File: src/rtl/alu_stack_sequencer.sv
// alu_stack_sequencer: operand-stack controller that sequences an external combinational ALU.
// Optional sticky ALU overflow flag enabled by defining ALU_OVF_STICKY_EN.
module alu_stack_sequencer #(
  parameter int WIDTH = 16,
  parameter int DEPTH = 8,
  localparam int DW = $clog2(DEPTH + 1)
) (
  input  logic             clk,
  input  logic             reset,
  input  logic             cmd_valid,
  output logic             cmd_ready,
  input  logic [1:0]       cmd_kind,
  input  logic [3:0]       cmd_oper,
  input  logic [WIDTH-1:0] cmd_data,
  output logic [3:0]       alu_oper,
  output logic [WIDTH-1:0] alu_a,
  output logic [WIDTH-1:0] alu_b,
  input  logic [WIDTH-1:0] alu_out,
  input  logic             alu_overflow,
  output logic [WIDTH-1:0] top,
  output logic [DW-1:0]    depth,
  output logic             done,
  output logic             err_underflow,
  output logic             err_full,
  output logic             err_badop,
  input  logic             err_clr,
  output logic             ovf_flag
);
  localparam int AW = DEPTH > 1 ? $clog2(DEPTH) : 1;
  typedef enum logic [2:0] {IDLE, FETCH_A, FETCH_B, EXEC, WRITE, FAULT} state_t;
  state_t state, nxt;
  logic [WIDTH-1:0] stk [DEPTH];
  logic [WIDTH-1:0] ra, res;
  logic [3:0] op_q;
  logic un_q, alu_q, acc, un, bad, full, short_ops, set_u, set_f, set_b;
  logic [AW-1:0] ia, ib;
  assign acc = cmd_valid && cmd_ready;
  assign un = cmd_oper == 4'd8;
  assign bad = cmd_kind == 2'd3 || (cmd_kind == 2'd1 && cmd_oper >= 4'd10);
  assign full = depth == DW'(DEPTH);
  assign short_ops = depth < (un ? DW'(1) : DW'(2));
  assign set_b = acc && bad;
  assign set_f = acc && cmd_kind == 2'd0 && full;
  assign set_u = acc && !bad && ((cmd_kind == 2'd2 && depth == '0) || (cmd_kind == 2'd1 && short_ops));
  assign ia = AW'(depth - DW'(1));
  assign ib = AW'(depth - DW'(2));
  assign cmd_ready = state == IDLE;
  assign done = state == WRITE || state == FAULT;
  assign top = depth == '0 ? '0 : stk[ia];
  always_comb begin
    nxt = state;
    case (state)
      IDLE:    if (acc) nxt = (set_b || set_f || set_u) ? FAULT : cmd_kind == 2'd1 ? FETCH_A : WRITE;
      FETCH_A: nxt = un_q ? EXEC : FETCH_B;
      FETCH_B: nxt = EXEC;
      EXEC:    nxt = WRITE;
      default: nxt = IDLE;
    endcase
  end
  always_ff @(posedge clk) state <= reset ? IDLE : nxt;
  always_ff @(posedge clk) begin
    if (reset) begin
      depth <= '0;
      alu_oper <= '0;
      alu_a <= '0;
      alu_b <= '0;
      err_underflow <= 1'b0;
      err_full <= 1'b0;
      err_badop <= 1'b0;
    end else begin
      err_underflow <= set_u || (err_underflow && !err_clr);
      err_full <= set_f || (err_full && !err_clr);
      err_badop <= set_b || (err_badop && !err_clr);
      if (acc) begin
        op_q <= cmd_oper;
        un_q <= un;
        alu_q <= cmd_kind == 2'd1;
      end
      if (acc && cmd_kind == 2'd0 && !full) begin
        stk[AW'(depth)] <= cmd_data;
        depth <= depth + DW'(1);
      end
      if (acc && cmd_kind == 2'd2 && depth != '0) depth <= depth - DW'(1);
      if (state == FETCH_A) begin
        ra <= stk[ia];
        if (un_q) begin
          alu_oper <= op_q;
          alu_a <= stk[ia];
          alu_b <= '0;
        end
      end
      if (state == FETCH_B) begin
        alu_oper <= op_q;
        alu_a <= ra;
        alu_b <= stk[ib];
      end
      if (state == EXEC) res <= alu_out;
      // Operands are overwritten in place: the result lands in the lowest consumed slot
      if (state == WRITE && alu_q) begin
        stk[un_q ? ia : ib] <= res;
        depth <= un_q ? depth : depth - DW'(1);
      end
    end
  end
`ifdef ALU_OVF_STICKY_EN
  always_ff @(posedge clk)
    ovf_flag <= !reset && ((state == EXEC && alu_overflow && op_q < 4'd2) || (ovf_flag && !err_clr));
`else
  logic unused;
  assign unused = alu_overflow;
  assign ovf_flag = 1'b0;
`endif
endmodule

File: config.mk
export PLATFORM = sky130hd
export DESIGN_NAME = alu_stack_sequencer
export DESIGN_NICKNAME = d
export VERILOG_FILES = /design/src/rtl/alu_stack_sequencer.sv
export SDC_FILE = /design/constraint.sdc
export NUM_CORES = 1
export LEC_CHECK = 0
export BUFFER_PORTS_ARGS = -buffer_cell sky130_fd_sc_hd__buf_2
export CAP_MARGIN = 25
export CORE_MARGIN = 3
export CORE_UTILIZATION = 40
export DETAILED_ROUTE_END_ITERATION = 8
export GPL_TIMING_DRIVEN = 0
export SLEW_MARGIN = 0
export SYNTH_ARGS = -nofsm -noshare
export SYNTH_HDL_FRONTEND = slang
export SYNTH_SLANG_ARGS = --single-unit
File: constraint.sdc
create_clock -name clk -period 11.15 [get_ports clk]
set_clock_uncertainty 0.2 [all_clocks]
set_input_delay 1.115 -clock clk [delete_from_list [all_inputs] [get_ports clk]]
set_output_delay 1.115 -clock clk [all_outputs]
set_load 0.05 [all_outputs]
# Word level (Yosys, flattened, before mapping)
# Memory sizes are Yosys's and may differ from the RTL's.
# Cells that the tools add are included.
[classes] n_lt_le_gt_ge=2 addsub=3 n_reduce_logical=40 bitwise=1 n_mux=30 eq_ne=12
[ops] cell="$mux W16" n=8
[ops] cell="$mux W4" n=7
[ops] cell="$logic_and A1 B1 Y1" n=16
[ops] cell="$reduce_or A16 Y1" n=1
[ops] cell="$mux W3" n=5
[ops] cell="$pmux W3 S4" n=1
[ops] cell="$reduce_and A2 Y1" n=5
[ops] cell="$eq A4 B4 Y1 const B" n=2
[ops] cell="$logic_or A1 B1 Y1" n=8
[ops] cell="$mux W1" n=8
[ops] cell="$eq A3 B2 Y1 const B" n=2
[ops] cell="$eq A3 B3 Y1 const B" n=2
[ops] cell="$add A4 B1 Y4 const B" n=1
[ops] cell="$eq A2 B2 Y1 const B" n=2
[ops] cell="$ge A4 B4 Y1 const B" n=1
[ops] cell="$logic_not A4 Y1" n=1
[ops] cell="$lt A4 B2 Y1" n=1
[ops] cell="$reduce_bool A2 Y1" n=2
[ops] cell="$reduce_bool A4 Y1" n=1
[ops] cell="$sub A4 B1 Y4 const B" n=1
[ops] cell="$eq A3 B1 Y1 const B" n=1
[ops] cell="$logic_not A1 Y1" n=3
[ops] cell="$logic_not A3 Y1" n=1
[ops] cell="$reduce_bool A3 Y1" n=1
[ops] cell="other kinds (7)" n=7
[word_totals] output_inout_bits=62 ff_bits=84 in_bits=43 mem_count=1 ramBits=128 word_cells=102
[memory_table] name="stk" depth=8 word_bits=16 read_ports=2 rd_clocked_by_memory_dff=0 write_ports=1 line_no="32" text="logic [WIDTH-1:0] stk [DEPTH];"

# Logic depth before layout (Yosys ltp)
# Gate-level depths: netlist of run 1.
[depth] depth_word=10 ltp_mapped=10 ltp_nobuf=7

# Least setup slack after synthesis of run 1
# No wires, ideal clock.
[synth_timing] kind="register -> output" startpoint="register depth[0]" endpoint="output port top[15]" n_path_buf=4 path_slack_ns=6.603 stages_incl_launch_ff=10 t_arrival_ns=3.232 path_cell_list="dfxtp_1 > clkbuf_1 > clkbuf_1 > inv_1 > ha_1 > clkbuf_1 > clkbuf_1 > mux4_2 > mux2_2 > and2_1"
[synth_between] elab_chain_len=3 elab_cells_between_ends=4
[synth_rtl] element="start, declared" line_no="21" text="output logic [DW-1:0] depth,"
[synth_rtl] element="start signal, assigned" line_no="81" text="depth <= depth + DW'(1);"
[synth_rtl] element="start signal, assigned" line_no="83" text="if (acc && cmd_kind == 2'd2 && depth != '0) depth <= depth - DW'(1);"
[synth_rtl] element="start signal, assigned" line_no="101" text="depth <= un_q ? depth : depth - DW'(1);"
[synth_rtl] element="$sub A4 B1 Y4"
[synth_rtl] element="$mem_v2 Z8 W16"
[synth_rtl] element="$mux W16 (*)" line_no="49" text="assign top = depth == '0 ? '0 : stk[ia];"
[synth_rtl] element="end, declared" line_no="20" text="output logic [WIDTH-1:0] top,"
# Mark *: on every way between the ends. The rest lies on a longest branch, timed or not.

# Worst setup path after layout of run 1
[layout_timing] startpoint="register depth[0]" endpoint="output port top[5]"
# The elaborated chain is that of the path after synthesis.

==> run_results.csv, run 1 <==
group,metric,value,unit
grt,grt_max_degree,15,
sta,fmax,0.171,GHz
floorplanning,die_w,159,um
sta,slew_headroom,0.353,
clock_tree,htree_num_levels,1,
clock_tree,cts_resized,0,
synthesis,syn_area,9310,um^2
job,drv_cap,0,
hold_path,hold_path_class,"flop to flop",
sta,hold_violations,0,
finish,layout_commonest_cell,"edfxtp_1",
place,numPortBuffers,102,
sta,setup_viol,0,
place,routabilityCongestion,0.805,
sta,fin_ws,5.31,ns
place,post-place-cells,1007,
sta,post-route-min-period,5.84,ns
floorplanning,row_count,55,
power,power_density,181,nW/um^2
sta,worst_pin_slew,0.971,ns
sta,maxSlewViolCount,0,
clock_tree,cts_root_buffer,"clkbuf_16",
clock_tree,post_cts_buffers,0,
power,ir_drop,65.1,uV
clock_tree,clock_path_buffers,3,
grt,antenna_found_initial,0,
clock_tree,cts.sinks,212,
sta,whs,0.250,ns
synthesis,post_synth.cell_area_avg,16.1,um^2
finish,fin_cells,1049,
critical_path,critPathMaxFanout,10,
route,post_drt_wl_per_cell,23.1,um
route,drt_iter0_drc,504,
route,drc,0,
clock_tree,path_clk_slew,0.06,ns
clock_tree,worstSkewPairLatency,0.50,ns
synthesis,synth_cells,580,
sta,finalCritPeriodShare,0.524,
run_status,outcome,"complete, no violations",
critical_path,critical_path_required,9.84,ns
synthesis,yosysUniqueCellTypes,43,
floorplanning,floorplan.initialDensity,0.409,
clock_tree,cts_inserted_buffers,23,
finish,final_cell_mix,"edfxtp_1, buf_2, mux4_2",
finish,drive_above_1_share,0.386,
power,leakagePower,3.83,nW
grt,grt_overflow,0,
grt,grt_pass1_vias,5983,
floorplanning,die_area,25200,um^2
synthesis,yosys_warnings,0,
grt,grt_pass1_wl,35.6,mm
route,drt_first_pass_iters,5,
finish,nets,768,
floorplanning,core,22800,um^2
clock_tree,cts_tree,"built",
sta,grt_setup_unrepaired,"false",
synthesis,syn_nets,628,
finish,syn_to_final_growth,20.1,%
place,pre_cts_slack,5.77,ns
critical_path,cp.arrival,4.52,ns
finish,antenna_cells,0,
route,num_vias,5805,
critical_path,start_kind,"flop",
route,routed_wl,24.2,mm
synthesis,ys_ff_latch,212,
clock_tree,ctsHoldBuffers,0,
sta,setup_tns,0,ns
floorplanning,die_y,159,um
critical_path,path_class,"flop to primary output",
route,viasPerCell,5.53,
grt,grt_util_all_layers,0.190,
synthesis,ys_seq_area_frac,0.634,
floorplanning,ioPinCount,105,
finish,final_util,0.491,
place,dp_hpwl,17.3,mm
route,ant_nets,0,
critical_path,timing.critical_path.to_type,"primary output",
[registers in the layout (all words and copies together) (netlist names)]
| name | cells |
|---|---|
| err_underflow | 1 |
| alu_b | 16 |
| alu_a | 16 |
| alu_oper | 4 |
| res | 16 |
| stk | 128 |
| un_q | 1 |
| op_q | 4 |
| alu_q | 1 |
| err_badop | 1 |
| depth | 4 |
| err_full | 1 |
| state | 3 |
| ra | 16 |
[cell type report]
cell class              instances  area [um^2]
repair buffers                115          742
plain buffers                  41          173
clock buffers                  31          636
flip-flops and latches        212         5910
well taps                     313          392
multi-input cells             320         3240
inverters                       7         26.3
fillers                      1916        11600
clock inverters                10         72.6
[cell usage after synthesis (all sizes together)]
master | instances | area share
a2111o | 1 | 0.0012
a2111oi | 2 | 0.0019
a211o | 1 | 0.00094
a21oi | 25 | 0.013
a22o | 1 | 0.00094
a22oi | 33 | 0.027
a31oi | 4 | 0.0027
a32o | 1 | 0.0011
and2 | 17 | 0.011
and3b | 1 | 0.00094
buf | 11 | 0.0064
clkbuf | 30 | 0.012
conb | 1 | 0.00040
dfxtp | 46 | 0.099
edfxtp | 166 | 0.54
ha | 5 | 0.0067
inv | 7 | 0.0028
mux2 | 49 | 0.059
mux2i | 2 | 0.0021
mux4 | 64 | 0.15
nand2 | 34 | 0.014
nand2b | 7 | 0.0047
nand3 | 1 | 0.00054
nor2 | 36 | 0.015
nor2b | 2 | 0.0013
nor3 | 2 | 0.0011
nor3b | 4 | 0.0032
nor4b | 2 | 0.0019
nor4bb | 1 | 0.0011
o211ai | 1 | 0.00081
o21a | 1 | 0.00081
o21ai | 6 | 0.0032
o32ai | 1 | 0.00094
or2 | 5 | 0.0034
or3 | 3 | 0.0020
or3b | 1 | 0.00094
or4b | 1 | 0.0011
or4bb | 1 | 0.0012
xnor2 | 3 | 0.0028
xor2 | 1 | 0.00094
[critical path: stages, from the launching register on]
cell and delay (ns):
dfxtp_1 0.35, clkbuf_1 0.39, clkbuf_1 0.55, inv_1 0.16, ha_1 0.31, xor2_1 0.69, clkbuf_1 0.71, mux2_2 0.48
and2_1 0.17, buf_2 0.21
[through the flow]
stage,power (mW),instance area (um^2)
final,2.02,11200
after global routing,2.09,11200
after CTS,2.04,11200
after detailed placement,1.32,10500
after global placement,1.31,10200
after floorplan,1.20,9310
[cells by family (layout without fill, tap and decap cells)]
logic type      after synthesis  in the layout  share of synthesized area
compound gates               77             77                     0.0545
buf+inv                      48            204                     0.0214
xor+xnor                      4              4                    0.00376
flops                       212            212                      0.634
mux                         115            115                      0.216
other cells                   1              1                   0.000403
simple gates                118            118                     0.0630
fa+ha+maj                     5              5                    0.00672
[where the power goes]
group          total [mW]  switching, mW  internal, mW
logic               0.411          0.259         0.152
clock network       0.716          0.295         0.421
registers           0.896         0.0118         0.884
total                2.02          0.565          1.46
[path summary, 6_finish.rpt]
check | slack, ns | end | cells after the start | from
setup / recovery | 5.31 | top[5] | 9 | depth[0]
hold / removal | 0.25 | alu_oper[0] | 2 | alu_oper[0]
setup reg to reg | 6.42 | stk[5][7] | 11 | depth[0]
hold reg to reg | 0.25 | alu_oper[0] | 2 | alu_oper[0]
[layer usage]
| layer | vias to the layer above | global-route usage | share of wire |
|---|---|---|---|
| met2 | 232 | 0.326 | 0.49 |
| met1 | 2960 | 0.253 | 0.42 |
| li1 | 2571 | - | - |
| met3 | 42 | 0.0296 | 0.064 |
| met4 | 0 | 0.0549 | 0.022 |
| met5 | - | 0 | 0 |
(Power assumes the default switching activity.)
==> inputs of run 2 (changes only) <==
==> constraint.sdc (replaced) <==
create_clock -name clk -period 5.6 [get_ports clk]
set_clock_uncertainty 0.2 [all_clocks]
set_input_delay 0.56 -clock clk [delete_from_list [all_inputs] [get_ports clk]]
set_output_delay 0.56 -clock clk [all_outputs]
set_load 0.05 [all_outputs]
==> run 2 against run 1 <==
Compared with the run above:
- global-route usage unchanged
- clock power grew 98%
- worst setup slack worse by 4.9 ns
- largest power group unchanged
- highest routed layer unchanged
==> run_results.csv, run 2 (same netlist as run 1, synthesis figures left out) <==
group,metric,value,unit
run_status,outcome,"complete, no violations",
power,leakagePower,3.83,nW
sta,slew_headroom,0.353,
critical_path,r2r_slack,0.86,ns
floorplanning,row_count,55,
finish,regMostFlops,"stk",
critical_path,path_class,"flop to primary output",
floorplanning,die_y,159,um
place,numPortBuffers,102,
clock_tree,cts_tree,"built",
sta,hold_violations,0,
critical_path,cp.arrival,4.47,ns
floorplanning,die_area,25200,um^2
route,drt_iter0_drc,504,
finish,final_cell_mix,"edfxtp_1, buf_2, mux4_2",
critical_path,start_kind,"flop",
critical_path,timing.critical_path.to_type,"primary output",
clock_tree,htree_num_levels,1,
grt,grt_overflow,0,
sta,post-route-min-period,5.23,ns
grt,grt_pass1_vias,5983,
sta,grt_setup_unrepaired,"false",
sta,fmax,0.191,GHz
floorplanning,core,22800,um^2
critical_path,r2r-end,"stk[5][7]",
clock_tree,cts.sinks,212,
place,dpl_cell_area,10500,um^2
hold_path,holdCritStartpoint,"alu_out[5]",
sta,maxSlewViolCount,0,
clock_tree,cts_inserted_buffers,23,
finish,fin_cells,1049,
clock_tree,cts_root_buffer,"clkbuf_16",
place,post-place-cells,1007,
critical_path,slowest_stage,"clkbuf_1",
place,routabilityCongestion,0.805,
critical_path,regToRegStartpoint,"depth[0]",
grt,grt_util_all_layers,0.190,
route,viasPerCell,5.54,
critical_path,crit_top_cell,"clkbuf_1",
finish,antenna_cells,0,
sta,fin_ws,0.370,ns
hold_path,holdPathStages,1,
finish,syn_to_final_growth,20.1,%
route,num_vias,5809,
power,power,4.03,mW
sta,whs,0.0326,ns
finish,num-fill-cells,1916,
hold_path,hold_end,"res[5]",
finish,nets,768,
route,routed_wl,24.2,mm
finish,layout_commonest_cell,"edfxtp_1",
critical_path,critPathMaxFanout,10,
route,drt_first_pass_iters,5,
route,post_drt_wl_per_cell,23.1,um
critical_path,path_cells,"clkbuf_1, clkbuf_1, inv_1, ha_1, clkbuf_1, clkbuf_1, mux4_2, mux2_2, and2_1, buf_2",
clock_tree,post_cts_buffers,0,
finish,largest_register_ffs,128,
clock_tree,worstSkewPairLatency,0.50,ns
finish,final_area,11200,um^2
clock_tree,clock_path_buffers,3,
sta,worst_pin_slew,0.971,ns
job,drv_cap,0,
finish,drive_above_1_share,0.387,
power,power_density,360,nW/um^2
sta,setup_viol,0,
grt,grt_pass1_wl,35.6,mm
critical_path,reg2reg_depth,11,
critical_path,max_stage_delay,0.72,ns
route,drc,0,
critical_path,critical_path_required,4.84,ns
route,ant_nets,0,
sta,finalCritPeriodShare,0.934,
floorplanning,floorplan.initialDensity,0.409,
grt,antenna_found_initial,0,
place,dp_hpwl,17.3,mm
place,pre_cts_slack,0.776,ns
power,ir_drop,130,uV
clock_tree,path_clk_slew,0.06,ns
sta,setup_tns,0,ns
finish,final_util,0.491,
hold_path,hold_path_class,"input port to flop",
floorplanning,die_w,159,um
floorplanning,ioPinCount,105,
grt,grt_max_degree,15,
-- run 2: per-layer routing --
layer  track usage  wire length [um]  vias up
met5             0                 0        -
met1         0.253             10200     2961
li1              -                 -     2572
met4        0.0549               536        0
met2         0.326             12000      234
met3        0.0296              1560       42
-- run 2: how the worst max path moves through the flow --
stage                     startpoint        end  depth (start not counted)
after floorplan             depth[0]  stk[0][0]                         10
after global placement      depth[0]  stk[1][7]                         10
after detailed placement    depth[0]     top[5]                          9
after CTS                   depth[0]     top[5]                          9
after global routing        depth[0]     top[7]                         10
final                       depth[0]     top[7]                         10
-- run 2: timing repair --
action                                  CTS  global route
resized for setup                         0             2
endpoints found under the setup margin    0             1
hold buffers                              0             0
-- run 2: layout make-up --
class                      instances  area, um^2  share of cell area
timing repair buffer             115         742              0.0663
sequential                       212        5910               0.528
tap                              313         392              0.0350
clock inverter                    10        72.6             0.00649
clock buffer                      31         636              0.0568
inverter                           7        26.3             0.00235
buffer                            41         174              0.0155
multi-input combinational        320        3240               0.289
-- run 2: report_power, final --
group	switching (mW)	internal [mW]	leakage [nW]	total, mW
logic	0.515	0.302	1.62	0.818
clock network	0.587	0.838	0.347	1.42
registers	0.0235	1.76	1.87	1.78
total	1.13	2.90	3.83	4.03
-- run 2: worst max-delay path: cells and delay by family, from the launching register on --
family | cells | cell delay, ns
buffers and inverters | 6 | 2.40
muxes | 2 | 0.73
DFF | 1 | 0.35
adders and majority gates | 1 | 0.31
and+or+nand+nor | 1 | 0.16
